==> config.mk <==
export PLATFORM = sky130hd
export DESIGN_NAME = jtframe_rst_seq
export DESIGN_NICKNAME = d
export VERILOG_FILES = /design/src/rtl/jtframe_rst_pkg.sv /design/src/rtl/jtframe_sync_bit.sv /design/src/rtl/jtframe_rst_seq.sv
export SDC_FILE = /design/constraint.sdc
export NUM_CORES = 1
export LEC_CHECK = 0
export CAP_MARGIN = 20
export CORE_UTILIZATION = 55
export CTS_BUF_LIST = sky130_fd_sc_hd__clkbuf_4
export CTS_CLUSTER_SIZE = 20
export DETAILED_ROUTE_END_ITERATION = 12
export PLACE_DENSITY_LB_ADDON = 0.3
export RECOVER_POWER = 100
export SLEW_MARGIN = 10
export SYNTH_ARGS = -nofsm -noshare
export SYNTH_HDL_FRONTEND = slang
export SYNTH_SLANG_ARGS = --single-unit
==> constraint.sdc <==
create_clock -name clk -period 6.4 [get_ports clk]
set_input_delay 1.28 -clock clk [delete_from_list [all_inputs] [get_ports clk]]
set_output_delay 1.28 -clock clk [all_outputs]
set_load 0.01 [all_outputs]
==> src/rtl/jtframe_rst_pkg.sv <==
// Shared types and helpers for the jtframe reset/PLL supervisor.
package jtframe_rst_pkg;

  typedef enum logic [2:0] {
    PLL_WAIT = 3'd0,
    PLL_RST  = 3'd1,
    RELEASE  = 3'd2,
    RUN      = 3'd3,
    HOLD     = 3'd4,
    FAIL     = 3'd5
  } rst_st_t;

  // Bits needed for a counter that must hold values 0..limit (never narrower than 1).
  function automatic int cnt_w(input int limit);
    return (limit < 1) ? 1 : $clog2(limit + 1);
  endfunction

endpackage

==> src/rtl/jtframe_sync_bit.sv <==
// Two-flop synchroniser for asynchronous level inputs, cleared to 0 in reset.
module jtframe_sync_bit #(
  parameter int W = 1
) (
  input  logic         clk,
  input  logic         rst_n,
  input  logic [W-1:0] d,
  output logic [W-1:0] q
);

  logic [W-1:0] meta_d, meta_q;
  logic [W-1:0] sync_d, sync_q;

  // Shift the raw input through the metastability stage into the stable stage.
  always_comb begin
    meta_d = d;
    sync_d = meta_q;
  end

  // Synchroniser flops, cleared so nothing appears locked or requested out of reset.
  always_ff @(posedge clk or negedge rst_n) begin
    if (!rst_n) begin
      meta_q <= '0;
      sync_q <= '0;
    end else begin
      meta_q <= meta_d;
      sync_q <= sync_d;
    end
  end

  assign q = sync_q;

endmodule

==> src/rtl/jtframe_rst_seq.sv <==
// Reset/PLL supervisor: filters PLL lock, retries a PLL that never locks,
// merges reset requests and releases the reset domains in ascending order.
module jtframe_rst_seq
  import jtframe_rst_pkg::*;
#(
  parameter int NREQ      = 4,
  parameter int NOUT      = 3,
  parameter int LOCK_FILT = 16,
  parameter int PLL_HOLD  = 255,
  parameter int WAIT_TO   = 4096,
  parameter int STAGE_GAP = 64,
  parameter int MAX_RETRY = 3
) (
  input  logic                         clk,
  input  logic                         rst_n,
  input  logic                         pll_locked,
  output logic                         pll_rst,
  input  logic [NREQ-1:0]              rst_req,
  input  logic [NREQ-1:0]              req_mask,
  input  logic                         dwnld_busy,
  output logic [NOUT-1:0]              rst_out,
  output logic [NOUT-1:0]              rst_out_n,
  output logic                         ready,
  output logic                         fail,
  output logic [cnt_w(MAX_RETRY)-1:0]  retry_cnt
);

  localparam int LOCK_W  = cnt_w(LOCK_FILT);
  localparam int TMO_W   = cnt_w(WAIT_TO);
  localparam int HOLD_W  = cnt_w(PLL_HOLD);
  localparam int GAP_W   = cnt_w(STAGE_GAP);
  localparam int RETRY_W = cnt_w(MAX_RETRY);

  localparam logic [LOCK_W-1:0]  LOCK_MAX  = LOCK_W'(LOCK_FILT);
  localparam logic [LOCK_W-1:0]  LOCK_LAST = LOCK_W'(LOCK_FILT - 1);
  localparam logic [TMO_W-1:0]   TMO_MAX   = TMO_W'(WAIT_TO);
  localparam logic [TMO_W-1:0]   TMO_LAST  = TMO_W'(WAIT_TO - 1);
  localparam logic [HOLD_W-1:0]  HOLD_LAST = HOLD_W'(PLL_HOLD);
  localparam logic [GAP_W-1:0]   GAP_MAX   = GAP_W'(STAGE_GAP);
  localparam logic [GAP_W-1:0]   GAP_LAST  = GAP_W'(STAGE_GAP - 1);
  localparam logic [RETRY_W-1:0] RETRY_MAX = RETRY_W'(MAX_RETRY);
  // Only the last domain still in reset: the next release ends the sequence.
  localparam logic [NOUT-1:0]    TOP_ONLY  = NOUT'(1) << (NOUT - 1);

  logic            lk;
  logic [NREQ-1:0] req_sync;
  logic            req;
  logic            lk_fall;
  logic            req_rise;

  rst_st_t             state_d,     state_q;
  logic [LOCK_W-1:0]   lock_cnt_d,  lock_cnt_q;
  logic [TMO_W-1:0]    tmo_cnt_d,   tmo_cnt_q;
  logic [HOLD_W-1:0]   hold_cnt_d,  hold_cnt_q;
  logic [GAP_W-1:0]    gap_cnt_d,   gap_cnt_q;
  logic [RETRY_W-1:0]  retry_cnt_d, retry_cnt_q;
  logic [NOUT-1:0]     rst_out_d,   rst_out_q;
  logic [NOUT-1:0]     rst_out_n_d, rst_out_n_q;
  logic                pll_rst_d,   pll_rst_q;
  logic                ready_d,     ready_q;
  logic                fail_d,      fail_q;
  logic                lk_prev_d,   lk_prev_q;
  logic                req_prev_d,  req_prev_q;

  jtframe_sync_bit #(.W(1)) u_sync_lock (
    .clk   (clk),
    .rst_n (rst_n),
    .d     (pll_locked),
    .q     (lk)
  );

  jtframe_sync_bit #(.W(NREQ)) u_sync_req (
    .clk   (clk),
    .rst_n (rst_n),
    .d     (rst_req),
    .q     (req_sync)
  );

  assign req      = |(req_sync & req_mask);
  assign lk_fall  = lk_prev_q & ~lk;
  assign req_rise = req & ~req_prev_q;

  // Next-state logic for the sequencer; outputs are derived from the next state so they register with it.
  always_comb begin
    state_d     = state_q;
    lock_cnt_d  = lock_cnt_q;
    tmo_cnt_d   = tmo_cnt_q;
    hold_cnt_d  = hold_cnt_q;
    gap_cnt_d   = gap_cnt_q;
    retry_cnt_d = retry_cnt_q;
    rst_out_d   = rst_out_q;
    lk_prev_d   = lk;
    req_prev_d  = req;

    case (state_q)
      PLL_WAIT: begin
        if (lk) begin
          if (lock_cnt_q != LOCK_MAX) lock_cnt_d = lock_cnt_q + LOCK_W'(1);
        end else begin
          lock_cnt_d = '0;
        end
        if (tmo_cnt_q != TMO_MAX) tmo_cnt_d = tmo_cnt_q + TMO_W'(1);
        // A lock filter completing on the timeout cycle still counts as a lock.
        if (lk && lock_cnt_q == LOCK_LAST) begin
          state_d   = RELEASE;
          gap_cnt_d = '0;
        end else if (tmo_cnt_q == TMO_LAST) begin
          if (retry_cnt_q < RETRY_MAX) begin
            state_d     = PLL_RST;
            retry_cnt_d = retry_cnt_q + RETRY_W'(1);
            hold_cnt_d  = '0;
          end else begin
            state_d = FAIL;
          end
        end
      end

      PLL_RST: begin
        if (hold_cnt_q == HOLD_LAST) begin
          state_d    = PLL_WAIT;
          lock_cnt_d = '0;
          tmo_cnt_d  = '0;
        end else begin
          hold_cnt_d = hold_cnt_q + HOLD_W'(1);
        end
      end

      RELEASE: begin
        if (lk_fall) begin
          state_d     = PLL_RST;
          retry_cnt_d = '0;
          hold_cnt_d  = '0;
        end else if (req) begin
          state_d = HOLD;
        end else if (gap_cnt_q == GAP_LAST) begin
          // The last domain waits for the download to finish; the gap stays saturated meanwhile.
          if (!(rst_out_q == TOP_ONLY && dwnld_busy)) begin
            rst_out_d = rst_out_q & (rst_out_q - NOUT'(1));
            gap_cnt_d = '0;
            if (rst_out_q == TOP_ONLY) state_d = RUN;
          end
        end else if (gap_cnt_q != GAP_MAX) begin
          gap_cnt_d = gap_cnt_q + GAP_W'(1);
        end
      end

      RUN: begin
        if (lk_fall) begin
          state_d     = PLL_RST;
          retry_cnt_d = '0;
          hold_cnt_d  = '0;
        end else if (req) begin
          state_d = HOLD;
        end else if (dwnld_busy) begin
          rst_out_d[NOUT-1] = 1'b1;
          gap_cnt_d         = '0;
        end else if (rst_out_q[NOUT-1]) begin
          if (gap_cnt_q == GAP_LAST) begin
            rst_out_d[NOUT-1] = 1'b0;
            gap_cnt_d         = '0;
          end else if (gap_cnt_q != GAP_MAX) begin
            gap_cnt_d = gap_cnt_q + GAP_W'(1);
          end
        end
      end

      HOLD: begin
        if (lk_fall) begin
          state_d     = PLL_RST;
          retry_cnt_d = '0;
          hold_cnt_d  = '0;
        end else if (!req) begin
          state_d   = RELEASE;
          gap_cnt_d = '0;
        end
      end

      FAIL: begin
        // Only a fresh request (or rst_n) gives the PLL another chance.
        if (req_rise) begin
          state_d     = PLL_RST;
          retry_cnt_d = '0;
          hold_cnt_d  = '0;
        end
      end

      default: begin
        state_d = PLL_WAIT;
      end
    endcase

    if (state_d inside {PLL_WAIT, PLL_RST, HOLD, FAIL}) rst_out_d = '1;
    pll_rst_d   = (state_d == PLL_RST);
    fail_d      = (state_d == FAIL);
    ready_d     = (state_d == RUN) && (rst_out_d == '0);
    rst_out_n_d = ~rst_out_d;
  end

  // State, counters and registered outputs; rst_n aborts any sequence at once.
  always_ff @(posedge clk or negedge rst_n) begin
    if (!rst_n) begin
      state_q     <= PLL_WAIT;
      lock_cnt_q  <= '0;
      tmo_cnt_q   <= '0;
      hold_cnt_q  <= '0;
      gap_cnt_q   <= '0;
      retry_cnt_q <= '0;
      rst_out_q   <= '1;
      rst_out_n_q <= '0;
      pll_rst_q   <= 1'b0;
      ready_q     <= 1'b0;
      fail_q      <= 1'b0;
      lk_prev_q   <= 1'b0;
      req_prev_q  <= 1'b0;
    end else begin
      state_q     <= state_d;
      lock_cnt_q  <= lock_cnt_d;
      tmo_cnt_q   <= tmo_cnt_d;
      hold_cnt_q  <= hold_cnt_d;
      gap_cnt_q   <= gap_cnt_d;
      retry_cnt_q <= retry_cnt_d;
      rst_out_q   <= rst_out_d;
      rst_out_n_q <= rst_out_n_d;
      pll_rst_q   <= pll_rst_d;
      ready_q     <= ready_d;
      fail_q      <= fail_d;
      lk_prev_q   <= lk_prev_d;
      req_prev_q  <= req_prev_d;
    end
  end

  assign pll_rst   = pll_rst_q;
  assign rst_out   = rst_out_q;
  assign rst_out_n = rst_out_n_q;
  assign ready     = ready_q;
  assign fail      = fail_q;
  assign retry_cnt = retry_cnt_q;

endmodule

[Yosys cells after proc, flatten, opt, wreduce, memory -nomap -nowiden]
Index checks and enable logic that the tools add are counted.
Widths: inputs -> output; s select.
Storage, ports and cells
  flip-flop bits (word level): 59
  word-level logic and storage cells: 145
  bits of input ports: 12
Operators by class
  reduce and logical (&&, ||, !) cells: 18
  equality and inequality tests: 35
  add/subtract/negate cells: 6
  $lt $le $gt $ge: 1
  mux-type cells: 61
  bitwise operators: 7
Operators by type and width (count)
  $mux 7: 13
  $mux 3: 19
  $mux 8: 6
  $pmux 8 s4: 1
  $ne 2x2->1 const B: 14
  $pmux 7 s4: 1
  $mux 13: 2
  $pmux 13 s2: 1
  $pmux 3 s6: 1
  $eq 3x3->1 const B: 5
  $mux 5: 3
  $add 13x1->13 const B: 1
  $eq 13x12->1 const B: 1
  $ne 13x13->1 const B: 1
  $mux 2: 6
  $reduce_bool 4->1: 3
  $pmux 5 s2: 1
  $reduce_and 10->1: 1
  $eq 3x2->1 const B: 3
  $logic_not 3->1: 3
  $ne 3x3->1 const B: 3
  $add 8x1->8 const B: 1
  $eq 8x8->1 const B: 1
  $add 7x1->7 const B: 1
  other kinds (26): 36

[Logic depth before layout (Yosys ltp)]
Gate-level depths: netlist of run 1.
  depth after elaboration: 12
  gate-level depth with buffers: 8

[By module]
A second synthesis of run 1 with hierarchy kept.
Unflattened totals
  cell total of the unflattened synthesis: 306
  area total of the unflattened synthesis: 2982.9 um^2
Modules (own cells, without submodules)
  jtframe_rst_seq: instances 1, cells an instance 296, area each 2732.6 um^2
  jtframe_sync_bit (u_sync_req): instances 1, cells an instance 8, area each 200.2 um^2
  jtframe_sync_bit (u_sync_lock): instances 1, cells an instance 2, area each 50.0 um^2

[Worst setup path before layout of run 1]
OpenSTA, ideal clock, no wires.
  kind: input to register
  start: input port req_mask[2]
  end: register retry_cnt_q[0], in the netlist retry_cnt[0]
  stages on the path: 5
  data arrival time: 2.551 ns
  buffers on the path: 0
  path slack: 3.724 ns
  setup time: 0.125 ns
  path through: a22oi_1 and2_2 o211a_1 nor4b_2 mux2_2
On the way
  longest elaborated chain between the ends: 5
Ends and longest elaborated chain
  from (decl): line jtframe_rst_seq.sv:19  | input logic [NREQ-1:0] req_mask,
  $and 4x4->4: line jtframe_rst_seq.sv:79  | assign req = |(req_sync & req_mask);
  $reduce_or 4->1: line jtframe_rst_seq.sv:79
  $and 1x1->1: line jtframe_rst_seq.sv:81  | assign req_rise = req & ~req_prev_q;
  $ne 2x2->1 (no source line)
  $reduce_and 6->1 (no source line)
  to (signal assigned): line jtframe_rst_seq.sv:221  | retry_cnt_q <= retry_cnt_d;
  to (decl): line jtframe_rst_seq.sv:56  | logic [RETRY_W-1:0] retry_cnt_d, retry_cnt_q;
Every way passes these cells.
A chain may end at the register's enable or synchronous reset.

[Worst setup path in the final report of run 1]
  start: input port dwnld_busy
  end: register gap_cnt_q[1]
On the way
  longest elaborated chain between the ends: 4
  elaborated cells between the ends (all ways): 8
Ends and longest elaborated chain
  from (decl): line jtframe_rst_seq.sv:20  | input logic dwnld_busy,
  $mux 7: line jtframe_rst_seq.sv:154  | end else if (dwnld_busy) begin
  $mux 7: line jtframe_rst_seq.sv:152  | end else if (req) begin
  $mux 7: line jtframe_rst_seq.sv:148  | if (lk_fall) begin
  $pmux 7 s4: line jtframe_rst_seq.sv:95  | case (state_q)
  to (signal assigned): line jtframe_rst_seq.sv:220  | gap_cnt_q <= gap_cnt_d;
  to (decl): line jtframe_rst_seq.sv:55  | logic [GAP_W-1:0] gap_cnt_d, gap_cnt_q;
Several ways; a longest one is shown, not always the timed one. The select of a mux whose other input is x is not followed.

==> impl_metrics.tcl, run 1 <==
set metrics [dict create \
    run_status "complete, but fails checks" \
    violations "max-capacitance violations, max-slew violations" \
    grt_setup_unrepaired "no" \
    nNetsFinal 358 \
    fill_cells 465 \
    power_switching_mw 0.205 \
    power_density_nw_per_um2 214 \
    dpl_cell_area_um2 3380 \
    fmax_mhz 269 \
    slew_headroom_pct -103 \
    grt_pass1_wl_um 10900 \
    worst_slew_pin_slew_ns 3.05 \
    worstHoldPathType "reg2reg" \
    viasPerCell 5.88 \
    cts_max_level 3 \
    cap_violations 1 \
    drc 0 \
    core.rowCount 27 \
    synth_top_area_share_pct 45.0 \
    antenna_found_initial 0 \
    ys_seq_elements 59 \
    grt_max_degree 60 \
    p_total_mw 0.742 \
    cp_max_fo 9 \
    ys_top_cells_by_area "dfrtp_1 45%, ha_1 4.8%, o21ai_0 3.7%, nand2_1 2.8%, dfstp_2 2.5%" \
    ys_seq_area_share_pct 47.5 \
    fin_worst_skew_ns 0.0140 \
    clock_path_buffers 2 \
    insertion_delay_ns 0.41 \
    yosys.area.top_type "dfrtp_1" \
    ioPinCount 23 \
    synth_edf_count 0 \
    drt-total-wl_um 6120 \
    wire_per_inst_um 14.9 \
    async_flop_share_pct 100 \
    final_area_um2 3470 \
    synth_cell_types 67 \
    ir_drop_v 0.000199 \
    tritoncts "built" \
    cp-end-kind "flop" \
    cp.arrival_ns 4.02 \
    final_util_pct 63.4 \
    grt_remaining_overflow 0 \
    synth_warnings 0 \
    layout-drive-gt1-share_pct 9.73 \
    power_frac_comb_pct 7.2 \
    drv_slew 60 \
    finalSetupTns_ns 0 \
    period_minus_slack_ns 3.71 \
    multiInputGateArea_um2 1470 \
    timing_worst_setup_path_type "in2reg" \
    die_area_um2 5970 \
    start_kind "input pin" \
    grt_usage_pct 23.4 \
    finalHoldViolations 0 \
    p_leak_nw 1.49 \
    start_util_pct 56.9 \
    cts-resized-gates 0 \
    p_seq_share_pct 56.1 \
    first_global_vias 2364 \
    io_buffer_count 22 \
    place_hpwl_um 4170 \
    setup_viol 0 \
    die_height_um 77.2 \
    hold_buffers 0 \
    cts_sinks 59 \
    syn_inst 307 \
    p_clk_share_pct 36.7 \
    core-area_um2 5470 \
    cts_buffers 9 \
    power.share.switching_pct 27.6 \
    synth_top_flop_cell "dfrtp_1" \
    whs_ns 0.359 \
    ctsRootBufferMaster "clkbuf_4" \
    synth_area_um2 3110 \
    clk_pin_slew_ns 0.11 \
    synth_area_per_cell_um2 10.1 \
    die_x_um 77.2 \
    drtIter0Drc 177 \
    final.period_utilization_pct 58.0 \
    ant_nets 0 \
    place_congestion 0.830 \
    power.internal_mw 0.538 \
    vias 2415 \
    crit_required_ns 6.70 \
    seq_area_um2 1480 \
    drtPass1Iterations 4 \
    syn_nets 331 \
    area_growth_pct 11.5 \
    antenna_cells 0 \
    post_cts_buffers 0 \
]
layout make-up:
class / count / area share (%)
sequential: 59 / 42.6
multi-input combinational: 224 / 42.4
timing repair buffer: 24 / 6.42
tap: 72 / 2.60
clock inverter: 7 / 2.24
clock buffer: 9 / 1.95
inverter: 16 / 1.73
power by group through the flow:
stage	combinational, mW	sequential (mW)	clock (mW)
after floorplan	0.0373	0.417	0
after global placement	0.0538	0.422	0
after CTS	0.0559	0.416	0.279
after global routing	0.0632	0.421	0.294
final	0.0535	0.416	0.272
after detailed placement	0.0561	0.422	0
state kept, by name, summed over array words and instances, names as in the netlist:
signal and count:
fail 1, gap_cnt_q 7, hold_cnt_q 8, lk_prev_q 1, lock_cnt_q 5, pll_rst 1
ready 1, req_prev_q 1, retry_cnt 2, rst_out 3, rst_out_n 3, state_q 3
tmo_cnt_q 13, u_sync_lock.meta_q 1, u_sync_lock.q 1, u_sync_req.meta_q 4, u_sync_req.q 4
stage by stage:
| stage | setup slack, ns | cells |
|---|---|---|
| floorplan | 3.72 | 307 |
| global placement | 3.05 | 395 |
| detailed placement | 3.00 | 395 |
| CTS | 3.44 | 411 |
| global route | 1.96 | 411 |
| finish | 2.69 | 411 |
cells in the mapped netlist, drive strengths merged (3+ instances only):
| cell type | count |
|---|---|
| nor4 | 4 |
| a31oi | 3 |
| xnor2 | 4 |
| o2bb2ai | 4 |
| inv | 16 |
| and2 | 7 |
| nand2b | 5 |
| o21a | 3 |
| or2 | 3 |
| or4 | 3 |
| and3 | 7 |
| xor2 | 3 |
| mux2i | 4 |
| nand2 | 23 |
| nand4 | 10 |
| nor4b | 3 |
| nor3 | 14 |
| dfrtp | 56 |
| clkbuf | 6 |
| o31ai | 3 |
| nand3 | 14 |
| a21oi | 12 |
| nor2 | 18 |
| ha | 12 |
| a211o | 3 |
| o21ai | 24 |
| dfstp | 3 |
kinds of logic after synthesis:
| kind of cell | count (synthesis) | synth area share, % |
|---|---|---|
| buffers and inverters | 24 | 3.82 |
| adders and majority gates | 13 | 5.14 |
| xor gates and xnor gates | 7 | 1.97 |
| and+or+nand+nor | 125 | 23.3 |
| AOI/OAI and AO/OA | 74 | 16.6 |
| muxes | 5 | 1.65 |
| DFF | 59 | 47.5 |
layer usage:
metal	track usage [%]	wire [um]	part of all wire, %
met5	0	0	0
met2	35.8	2920	48
met3	7.38	244	4.0
met4	8.30	61	1.0
met1	31.3	2900	47
placed cells by master, fill, tap and decap left out, types with 3 or more instances in the layout:
| master | netlist | routed |
|---|---|---|
| dfrtp_1 | 56 | 56 |
| o21ai_0 | 23 | 24 |
| nand2_1 | 23 | 23 |
| nor2_1 | 18 | 18 |
| dlygate4sd3_1 | 0 | 17 |
| inv_1 | 16 | 16 |
| nor3_1 | 13 | 14 |
| nand3_1 | 13 | 13 |
| a21oi_1 | 11 | 12 |
| ha_1 | 12 | 12 |
| nand4_1 | 10 | 10 |
| clkbuf_4 | 0 | 9 |
| and3_1 | 7 | 7 |
| nand2b_1 | 5 | 5 |
| and2_1 | 6 | 5 |
| o2bb2ai_1 | 4 | 4 |
| xnor2_1 | 4 | 4 |
| mux2i_1 | 4 | 4 |
| clkinvlp_4 | 0 | 4 |
| clkdlybuf4s50_1 | 0 | 4 |
| nor4b_1 | 2 | 3 |
| o31ai_1 | 3 | 3 |
| a31oi_1 | 3 | 3 |
| o21a_1 | 3 | 3 |
| xor2_1 | 3 | 3 |
| nor4_1 | 3 | 3 |
path summary, 6_finish.rpt:
path	from	end	slack, ns	depth (start not counted)
setup / recovery	dwnld_busy	gap_cnt_q[1]	2.69	6
min in group asynchronous	rst_n	tmo_cnt_q[8]	1.95	2
hold reg to reg	u_sync_req.meta_q[1]	u_sync_req.q[1]	0.36	0
setup reg to reg	state_q[1]	gap_cnt_q[1]	3.28	5
hold / removal	u_sync_req.meta_q[1]	u_sync_req.q[1]	0.36	0
max in group asynchronous	rst_n	lock_cnt_q[0]	2.72	2
critical path: stages:
cell,delay (ns)
dlygate4sd3_1,0.65
nor3b_1,0.08
or4_2,0.60
a311oi_1,0.84
o21ai_0,0.29
a32o_1,0.28
(Power assumes the default switching activity.)
==> run 2: changes to the inputs <==
==> constraint.sdc (replaced) <==
create_clock -name clk -period 3.6 [get_ports clk]
set_input_delay 0.72 -clock clk [delete_from_list [all_inputs] [get_ports clk]]
set_output_delay 0.72 -clock clk [all_outputs]
set_load 0.01 [all_outputs]
==> impl_metrics.tcl, run 2 (same netlist as run 1, synthesis figures left out) <==
set metrics [dict create \
    die_height_um 77.2 \
    clk_pin_slew_ns 0.11 \
    regMostFlops "tmo_cnt_q" \
    timing_worst_setup_path_type "reg2reg" \
    crit_buf_inv 0 \
    power.share.switching_pct 26.0 \
    fin_worst_skew_ns 0.0138 \
    nNetsFinal 360 \
    antenna_cells 0 \
    r2r-end "retry_cnt[0]" \
    start_kind "flop" \
    cts-resized-gates 0 \
    drc 0 \
    crit_start "lock_cnt_q[0]" \
    viasPerCell 5.91 \
    whs_path_depth 0 \
    post_cts_buffers 0 \
    place_congestion 0.828 \
    final_common_cell "dfrtp_1" \
    cp_max_fo 3 \
    grt_usage_pct 22.9 \
    most-common-layout-cells "56 x dfrtp_1, 23 x o21ai_0, 23 x nand2_1" \
    run_status "completed" \
    die_area_um2 5970 \
    r2r-start "lock_cnt_q[0]" \
    drtPass1Iterations 4 \
    place_hpwl_um 4190 \
    start_util_pct 56.9 \
    core.rowCount 27 \
    finalHoldViolations 0 \
    power_switching_mw 0.362 \
    area_growth_pct 12.9 \
    tritoncts "built" \
    io_buffer_count 22 \
    whs_endpoint "u_sync_req.q[3]" \
    wire_per_inst_um 14.6 \
    ctsRootBufferMaster "clkbuf_4" \
    p_leak_nw 1.52 \
    period_minus_slack_ns 2.94 \
    antenna_found_initial 0 \
    cp_cell_sequence "ha_1 -> and3_1 -> ha_1 -> a21o_1 -> or4_1 -> o21ai_0 -> nor4b_1 -> mux2_2" \
    vias 2441 \
    grt_setup_unrepaired "no" \
    cts_max_level 3 \
    die_x_um 77.2 \
    drv_slew 0 \
    insertion_delay_ns 0.41 \
    power_density_nw_per_um2 395 \
    cts_sinks 59 \
    final_area_um2 3520 \
    layout-drive-gt1-share_pct 9.97 \
    setup_viol 0 \
    whs_ns 0.361 \
    worstHoldPathType "reg2reg" \
    hold_buffers 0 \
    r2r_setup_slack_ns 0.66 \
    crit_required_ns 3.90 \
    ioPinCount 23 \
    grt_pass1_wl_um 10600 \
    power_frac_comb_pct 7.2 \
    worstRegToRegCells 8 \
    fmax_mhz 341 \
    p_seq_share_pct 53.4 \
    cts_buffers 9 \
    hp-start "u_sync_req.meta_q[3]" \
    p_total_mw 1.39 \
    slew_headroom_pct 13.0 \
    clock_path_buffers 2 \
    drtIter0Drc 113 \
    worst-path-stages 8 \
    first_global_vias 2340 \
    core-area_um2 5470 \
    cp_slowest_cell "or4_1" \
    cp_top_family "simple AND/OR/NAND/NOR gates" \
    cp.arrival_ns 3.24 \
    power.internal_mw 1.03 \
    grt_max_degree 49 \
    worst_slew_pin_slew_ns 1.30 \
    cp-end-kind "flop" \
    grt_remaining_overflow 0 \
    p_clk_share_pct 39.4 \
    ir_drop_v 0.000276 \
    max_stage_delay_ns 0.56 \
    ant_nets 0 \
    drt-total-wl_um 6040 \
    final.period_utilization_pct 81.6 \
    biggestRegsByFlops "tmo_cnt_q: 13 flops, hold_cnt_q: 8 flops, gap_cnt_q: 7 flops" \
    finalSetupTns_ns 0 \
    largest_reg_flops 13 \
    cp_common_cell "ha_1" \
    dpl_cell_area_um2 3380 \
    cap_violations 0 \
]
run 2: stage by stage:
stage	std cells	setup slack, ns	utilization, %
3_5_place_dp	396	0.756	61.8
3_3_place_gp	396	0.812	61.8
2_1_floorplan	307	1.10	-
6_report	413	0.664	64.3
4_1_cts	412	0.878	64.9
5_1_grt	413	0.443	64.3
run 2: worst reg2reg max path, stage by stage, from the launching register on:
cell,delay (ns)
dfrtp_1,0.42
ha_1,0.24
and3_1,0.19
ha_1,0.21
a21o_1,0.16
or4_1,0.56
o21ai_0,0.18
nor4b_1,0.50
mux2_2,0.39
run 2: worst max path at each step:
| stage | end |
|---|---|
| after global placement | gap_cnt_q[0] |
| after detailed placement | gap_cnt_q[4] |
| after CTS | retry_cnt[0] |
| final | retry_cnt[0] |
| after global routing | gap_cnt_q[4] |
| after floorplan | retry_cnt[0] |
run 2: metal layers:
layer	vias to the layer above	wire length, um	share of wire, %	GRT usage (%)
li1	1192	-	-	-
met2	60	2730	45	34.9
met5	-	0	0	0
met1	1177	2950	49	30.7
met4	0	119	2.0	12.3
met3	12	245	4.1	4.64
run 2: final cells by class:
cell class                 instances  area [um2]
fill                             487        1960
multi-input combinational        224        1480
sequential                        59        1480
timing repair buffer              26         236
clock inverter                     7         100
tap                               72        90.1
clock buffer                       9        67.6
inverter                          16        60.1
run 2: power groups by stage:
stage               sequential (mW)  combinational (mW)  clock (mW)
floorplan                     0.741              0.0663           0
global placement              0.751              0.0967           0
detailed placement            0.753               0.102           0
CTS                           0.741               0.102       0.560
global route                  0.748               0.115       0.586
finish                        0.743              0.0995       0.549
